--- src/rtl/bb_cg_pkg.sv ---
// Shared types for the clock-gate controller: state encoding and
// the width of the optional gated-cycle statistics counter.
package bb_cg_pkg;

    typedef enum logic [1:0] {
        RUN   = 2'd0,
        DRAIN = 2'd1,
        GATED = 2'd2,
        WAKE  = 2'd3
    } cg_state_t;

    localparam int STATS_W = 32;

endpackage

--- src/rtl/bb_cg_cnt.sv ---
// Clearable saturating up-counter with an equality compare output.
// Ports: clk, rst_n (sync, active-low), clr, inc, cmp -> cnt, eq.
module bb_cg_cnt #(
    parameter int CNT_W = 8
) (
    input  logic             clk,
    input  logic             rst_n,
    input  logic             clr,
    input  logic             inc,
    input  logic [CNT_W-1:0] cmp,
    output logic [CNT_W-1:0] cnt,
    output logic             eq
);

    localparam logic [CNT_W-1:0] CNT_MAX = '1;

    always_ff @(posedge clk) begin
        if (!rst_n) begin
            cnt <= '0;
        end else if (clr) begin
            cnt <= '0;
        end else if (inc && (cnt != CNT_MAX)) begin
            cnt <= cnt + CNT_W'(1);
        end
    end

    assign eq = (cnt == cmp);

endmodule

--- src/rtl/bb_clk_gate_ctrl.sv ---
// Clock-gate controller: idle hysteresis, quiesce handshake, timed wake.
// Ports: raw_clk, rst_n (sync, active-low), cfg_en, busy, wake_req,
//   quiesce_ack -> quiesce_req, active, bypass, wake_ack, cg_state.
// Optional BB_CG_STATS_EN adds stats_clr in, gated_cycles[31:0] out.
module bb_clk_gate_ctrl
    import bb_cg_pkg::*;
#(
    parameter int IDLE_CYCLES = 16,
    parameter int WAKE_CYCLES = 2,
    parameter int CNT_W       = 8
) (
    input  logic       raw_clk,
    input  logic       rst_n,
    input  logic       cfg_en,
    input  logic       busy,
    input  logic       wake_req,
    input  logic       quiesce_ack,
    output logic       quiesce_req,
    output logic       active,
    output logic       bypass,
    output logic       wake_ack,
    output logic [1:0] cg_state
`ifdef BB_CG_STATS_EN
    ,
    input  logic               stats_clr,
    output logic [STATS_W-1:0] gated_cycles
`endif
);

    localparam logic [CNT_W-1:0] IDLE_CMP = CNT_W'(IDLE_CYCLES - 1);
    localparam logic [CNT_W-1:0] WAKE_CMP = CNT_W'(WAKE_CYCLES - 1);

    cg_state_t        state;
    logic             abort;
    logic             cnt_inc;
    logic             cnt_clr;
    logic             cnt_eq;
    logic [CNT_W-1:0] cnt_cmp;
    logic [CNT_W-1:0] cnt;

    // Any reason to keep (or bring back) the clock.
    assign abort = busy || wake_req || !cfg_en;

    // One counter serves both idle hysteresis and wake timing; it is
    // cleared whenever it is not counting and on reaching its target.
    assign cnt_inc = ((state == RUN) && !abort) || (state == WAKE);
    assign cnt_clr = !cnt_inc || cnt_eq;
    assign cnt_cmp = (state == WAKE) ? WAKE_CMP : IDLE_CMP;

    bb_cg_cnt #(
        .CNT_W (CNT_W)
    ) u_cnt (
        .clk   (raw_clk),
        .rst_n (rst_n),
        .clr   (cnt_clr),
        .inc   (cnt_inc),
        .cmp   (cnt_cmp),
        .cnt   (cnt),
        .eq    (cnt_eq)
    );

    always_ff @(posedge raw_clk) begin
        if (!rst_n) begin
            state       <= RUN;
            active      <= 1'b1;
            bypass      <= 1'b1;
            quiesce_req <= 1'b0;
            wake_ack    <= 1'b0;
        end else begin
            bypass   <= !cfg_en;
            wake_ack <= 1'b0;
            unique case (state)
                RUN: begin
                    if (!abort && cnt_eq) begin
                        state       <= DRAIN;
                        quiesce_req <= 1'b1;
                    end
                end
                DRAIN: begin
                    // Abort outranks an acknowledge in the same cycle.
                    if (abort) begin
                        state       <= RUN;
                        quiesce_req <= 1'b0;
                    end else if (quiesce_ack) begin
                        state  <= GATED;
                        active <= 1'b0;
                    end
                end
                GATED: begin
                    if (abort) begin
                        state  <= WAKE;
                        active <= 1'b1;
                    end
                end
                WAKE: begin
                    // Inputs are ignored: a wake always runs to completion.
                    if (cnt_eq) begin
                        state       <= RUN;
                        quiesce_req <= 1'b0;
                        wake_ack    <= 1'b1;
                    end
                end
                default: state <= RUN;
            endcase
        end
    end

    assign cg_state = state;

`ifdef BB_CG_STATS_EN
    localparam logic [STATS_W-1:0] STATS_MAX = '1;

    always_ff @(posedge raw_clk) begin
        if (!rst_n || stats_clr) begin
            gated_cycles <= '0;
        end else if ((state == GATED) && (gated_cycles != STATS_MAX)) begin
            gated_cycles <= gated_cycles + STATS_W'(1);
        end
    end
`endif

    // cnt is observed only through the compare output.
    logic unused_cnt;
    assign unused_cnt = ^cnt;

endmodule

--- config.mk ---
export PLATFORM = sky130hd
export DESIGN_NAME = bb_clk_gate_ctrl
export DESIGN_NICKNAME = d
export VERILOG_FILES = /design/src/rtl/bb_cg_pkg.sv /design/src/rtl/bb_cg_cnt.sv /design/src/rtl/bb_clk_gate_ctrl.sv
export SDC_FILE = /design/constraint.sdc
export NUM_CORES = 1
export LEC_CHECK = 0
export ABC_AREA = 1
export CORE_MARGIN = 2
export CORE_UTILIZATION = 50
export DETAILED_ROUTE_END_ITERATION = 7
export PLACE_DENSITY = 0.75
export SLEW_MARGIN = 30
export SYNTH_ARGS = -nofsm -noshare
export SYNTH_HDL_FRONTEND = slang
export SYNTH_SLANG_ARGS = --single-unit
--- constraint.sdc ---
create_clock -name raw_clk -period 1.35 [get_ports raw_clk]
set_input_delay 0.27 -clock raw_clk [delete_from_list [all_inputs] [get_ports raw_clk]]
set_output_delay 0.27 -clock raw_clk [all_outputs]
set_load 0.02 [all_outputs]
== Word-level counts from Yosys, hierarchy flattened ==
Cells that the tools add are included.
Word-level totals
  flip-flop bits (word level): 14
  latch bits: 0
  RAM bits: 0
  bits in read-only memories: 0
  bits of input ports: 6
  output and inout port bits: 6
  word-level logic and storage cells: 54
  memories: 0
Cells by class
  add/sub/neg operators: 1
  $mul: 0
  divide/modulo/power cells: 0
  order comparisons: 0
  equality and inequality tests: 12
  shifts and indexed selects: 0
  mux-type cells: 16
  bitwise logic cells: 1
  reductions and logical operators: 18
Operator list (number)
  4-bit AND reduction: 3
  2-bit 2-to-1 mux: 5
  2-bit inequality test, second input constant: 5
  8-bit by 1-bit adder with 8-bit output, second input constant: 1
  8-bit by 4-bit == test with 1-bit output: 1
  8-bit inequality test, second input constant: 1
  2-bit one-hot mux with 4 select lines: 1
  1-bit 2-to-1 mux: 7
  2-bit == test, second input constant: 2
  1-bit logical OR: 4
  4-bit 2-to-1 mux: 1
  1-bit logical AND: 3
  1-bit logical NOT: 3
  3-bit inequality test, second input constant: 1
  1-bit one-hot mux with 3 select lines: 1
  3-bit nonzero test: 1
  2-bit by 1-bit == test with 1-bit output, second input constant: 1
  2-bit logical NOT: 1
  2-bit by 1-bit inequality test with 1-bit output, second input constant: 1
  1-bit one-hot mux with 2 select lines: 1
  2-bit AND reduction: 1
  2-bit nonzero test: 1
  2-bit OR reduction: 1
  1-bit NOT: 1

== Longest topological paths before layout ==
  depth after elaboration: 8
  mapped depth: 9
  mapped depth without buffers: 9

== Modules after synthesis ==
From an unflattened synthesis, not the netlist that was laid out.
Second synthesis, totals
  cells, all modules: 135
  area, all modules: 907.1 um2
By module, submodules not included
  bb_cg_cnt: instances 1, cells an instance 87, area an instance 579.3 um2, sequential area each 160.2 um2
  bb_clk_gate_ctrl: instances 1, cells an instance 48, area an instance 327.8 um2, sequential area each 120.1 um2

== Least setup slack after synthesis ==
OpenSTA, ideal clock, no wires.
  path kind: register to register
  start point: register state[0] (netlist: cg_state[0])
  end point: register u_cnt.cnt[0]
  library setup time: 123 ps
  arrival: 1220 ps
  data required time: 1227 ps
  slack: 6 ps
  cell stages (with the launch flop): 8
  path buffers: 0
  period minus slack after synthesis: 1344 ps
  cell sequence: dfxtp_1 > inv_1 > nor2_2 > nor2_2 > and2_4 > nand2_4 > xor2_1 > nor2_1
Between the ends
  longest elaborated chain between the ends: 6
  elaborated cells on any way between the ends: 10
  those cells by class: eq/ne: 2; mux: 1; reduce/logical: 7
RTL lines
  start: declaration: RTL line bb_clk_gate_ctrl.sv:33  | cg_state_t state;
  start signal: assignment: RTL line bb_clk_gate_ctrl.sv:64  | state <= RUN;
  start signal: assignment: RTL line bb_clk_gate_ctrl.sv:75  | state <= DRAIN;
  start signal: assignment: RTL line bb_clk_gate_ctrl.sv:82  | state <= RUN;
  branches (longest 6 deep; another with 8-bit by 4-bit == test with 1-bit output)
  end signal: assignment: RTL line bb_cg_cnt.sv:23  | cnt <= cnt + CNT_W'(1);
  end: declaration: RTL line bb_cg_cnt.sv:11  | output logic [CNT_W-1:0] cnt,
Parallel ways; which one is timed is not known.
A chain may end at the register's enable or synchronous reset.

== Worst setup path in the final report ==
  start point: input wake_req
  end point: register u_cnt.cnt[1]
Between the ends
  longest elaborated chain between the ends: 8
  elaborated cells on any way between the ends: 9
  those cells by class: reduce/logical: 9
RTL lines
  start: declaration: RTL line bb_clk_gate_ctrl.sv:16  | input logic wake_req,
  1-bit logical OR (*) (2 in series): RTL line bb_clk_gate_ctrl.sv:42  | assign abort = busy || wake_req || !cfg_en;
  1-bit logical NOT (*): RTL line bb_clk_gate_ctrl.sv:46  | assign cnt_inc = ((state == RUN) && !abort) || (state == WAKE);
  1-bit logical AND (*): RTL line bb_clk_gate_ctrl.sv:46
  1-bit logical OR (*): RTL line bb_clk_gate_ctrl.sv:46
  1-bit logical NOT: RTL line bb_clk_gate_ctrl.sv:47  | assign cnt_clr = !cnt_inc || cnt_eq;
  1-bit logical OR: RTL line bb_clk_gate_ctrl.sv:47
  2-bit OR reduction (no line)
Mark *: on every way between the ends. The rest lies on a longest branch, timed or not.

==> flow_summary.ini <==
[critical_path]
r2r_cells = 7
critPathLaunchType = input port
timing.rr.start = cg_state[0]$_SDFFE_PN0P_
cp.arrival_ns = 1.53
r2r_slack_ns = 0.04
slowest_stage = clkdlybuf4s50_1
crit_chain = clkdlybuf4s50_1 -> nor2_1 -> nand2_1 -> nand2_2 -> and2_4 -> nand3_1 -> buf_6 -> a21oi_1
slowest_delay_ns = 0.40
path_class = in2reg
worstPathMaxFanout = 8
end_kind = flip-flop
setup.worst_path.start = wake_req
cp.required_ns = 1.55
reg2reg_to = u_cnt.cnt[1]$_SDFFE_PP0P_

[timing]
layout_min_cycle_time_ns = 1.33
maxSlewViolCount = 0
clock_skew_ns = 0.00415
timing.hold.ws_ns = 0.474
slew_headroom_pct = 83.8
hold_viol_final = 0
fmax_mhz = 750
finalCritPeriodShare_pct = 98.8
setup_viol = 0
worst_pin_slew_ns = 0.241

[drt]
routed-via-count = 787
drc = 0
drt_iter0_drc = 46
drt_first_pass_iters = 4
post_drt_wl_per_cell_microns = 12.6
ant_nets = 0
viasPerCell = 5.28
routed_wirelength_mm = 1.87

[floorplan]
core_sq_um = 1330
dieArea_sq_um = 1770
die_h_microns = 42.0
io_pins = 12
die_x_microns = 42.0
num_rows = 13
start_util_pct = 54.2

[clock_tree]
cts_tree = built
clk_pin_slew_worst_paths_ns = 0.08
postCtsHoldBufs = 0
insertion_delay_ns = 0.27
cts_made_buffers = 3
htreeDepth = 1
cts.sink_count = 14
clk_path_buf_depth = 2
root_buffer = clkbuf_4

[global_route]
grt_pass1_wl_mm = 2.68
use_met3_pct = 2.59
grt_use_total_pct = 19.6
grt_overflow = 0
top_usage_layer = met2
grt_max_degree = 9
met1_usage_pct = 28.2
antenna_found_initial = 0
grt_pass1_vias = 644
use_met2_pct = 30.0

[synth]
yosysWarnings = 0
mappedNetlistArea_sq_um = 723
ys_types = 17
ys_seq_elements = 14
syn_avg_cell_area_sq_um = 6.82
synth-seq-area-share_pct = 38.8
synth_cells = 106
syn_nets = 113

[power_and_ir_drop]
ir_drop_mv = 0.543
pwr_density_cell_nw_per_um2 = 836
p_leak_nw = 0.488

[place]
place_congestion = 0.840
io_buffers = 11
dpl.hpwl_mm = 1.26

[cells_and_area]
final_util_pct = 80.5
drive_gt1_share_pct = 32.1
fin_nets = 143
synthToLayoutAreaGrowth_pct = 48.4
multi_input_area_sq_um = 453
seqCellArea_sq_um = 303
insertedDiodeCount = 0
num-fill-cells = 85

[run]
max-cap-violations = 0

[status]
status = finished, final reports clean

[hold_path]
min_path_type = reg2reg
hp-start = u_cnt.cnt[6]$_SDFFE_PP0P_
min_to = u_cnt.cnt[6]$_SDFFE_PP0P_
min_path_cells = 2
[cell type report]
| cell class | count | share of cell area, % |
|---|---|---|
| Timing Repair Buffer | 25 | 21.1 |
| Clock buffer | 3 | 2.10 |
| Inverter | 12 | 4.66 |
| Tap cell | 15 | 1.75 |
| Sequential cell | 14 | 28.2 |
| Multi-Input combinational cell | 80 | 42.2 |
[cell usage after synthesis]
cell      number  area (sq um)
nand2_1       31           116
nand2_4        1          11.3
inv_2          1          3.75
o211ai_1       1          7.51
nor2_2         2          12.5
a21oi_1       10          50.1
nand3_1        8          40.0
dfxtp_1       14           280
xor2_1         6          52.6
nor3_1         2          10.0
xnor2_1        1          8.76
o21ai_0        2          10.0
ha_1           1          12.5
and2_4         1          8.76
inv_1         11          41.3
nor2_1        12          45.0
nand4_1        2          12.5
[cell usage in the layout, fill, tap and decap left out, types with 3 or more instances in the layout]
cell type	instances
dfxtp_2	3
nor2_2	3
dfxtp_1	6
nand2_2	4
a21oi_2	3
dfxtp_4	5
nand3_1	8
xor2_1	6
nor2_1	10
nand2_1	25
inv_1	9
dlygate4sd2_1	6
a21oi_1	7
buf_4	12
clkbuf_4	3
clkdlybuf4s50_1	4
[logic make-up (layout without fill, tap and decap cells)]
family / after synthesis / count (layout) / synth area share, %
adders and majority gates: 1 / 1 / 1.73
AOI/OAI and AO/OA: 13 / 13 / 9.34
and+or+nand+nor: 59 / 59 / 35.5
xor gates and xnor gates: 7 / 7 / 8.48
buffers and inverters: 12 / 40 / 6.23
DFF: 14 / 14 / 38.8
[registers in the layout (all words and copies together) (netlist names), named ones only]
signal and cells:
active 1, bypass 1, cg_state 1, quiesce_req 1
u_cnt.cnt 8, wake_ack 1
[worst max-delay path, delay by kind of cell]
family	cells	cell delay (ns)
AND/OR/NAND/NOR	5	0.57
buffers and inverters	2	0.55
AO/OA/AOI/OAI	1	0.14
[where the power goes]
group | switching (mW) | internal (mW) | leakage [nW]
Sequential | 0.0114 | 0.420 | 0.119
Combinational | 0.128 | 0.109 | 0.355
Clock | 0.127 | 0.103 | 0.0138
[routing by layer]
layer	share of wire [%]	wire, microns	vias up
li1	-	-	399
met1	48	895	362
met2	47	883	24
met3	4.7	89	2
met4	0.32	6	0
met5	0	0	-
[stage by stage]
step | instances | worst slack, ns | area, sq um | power (mW) | setup TNS, ns
finish | 149 | 0.0165 | 1070 | 0.897 | 0
global route | 149 | -0.0761 | 1070 | 0.935 | -0.271
CTS | 147 | 0.00902 | 970 | 0.875 | 0
detailed placement | 144 | -0.259 | 955 | 0.654 | -2.16
global placement | 144 | -0.221 | 955 | 0.652 | -1.86
floorplan | 106 | 0.00622 | 723 | 0.549 | 0
[how the worst max path moves through the flow]
stage	end	slack (ns)
floorplan	u_cnt.cnt[0]$_SDFFE_PP0P_	0.006
global placement	u_cnt.cnt[2]$_SDFFE_PP0P_	-0.22
detailed placement	u_cnt.cnt[2]$_SDFFE_PP0P_	-0.26
CTS	u_cnt.cnt[7]$_SDFFE_PP0P_	0.009
global route	u_cnt.cnt[1]$_SDFFE_PP0P_	-0.08
finish	u_cnt.cnt[1]$_SDFFE_PP0P_	0.02
[timing repair]
item | CTS | global route
pin swaps | 0 | 7
setup endpoints to repair | 6 | 12
setup buffers | 0 | 2
resized for setup | 6 | 34
No activity file was read; power rests on OpenSTA's default activity.
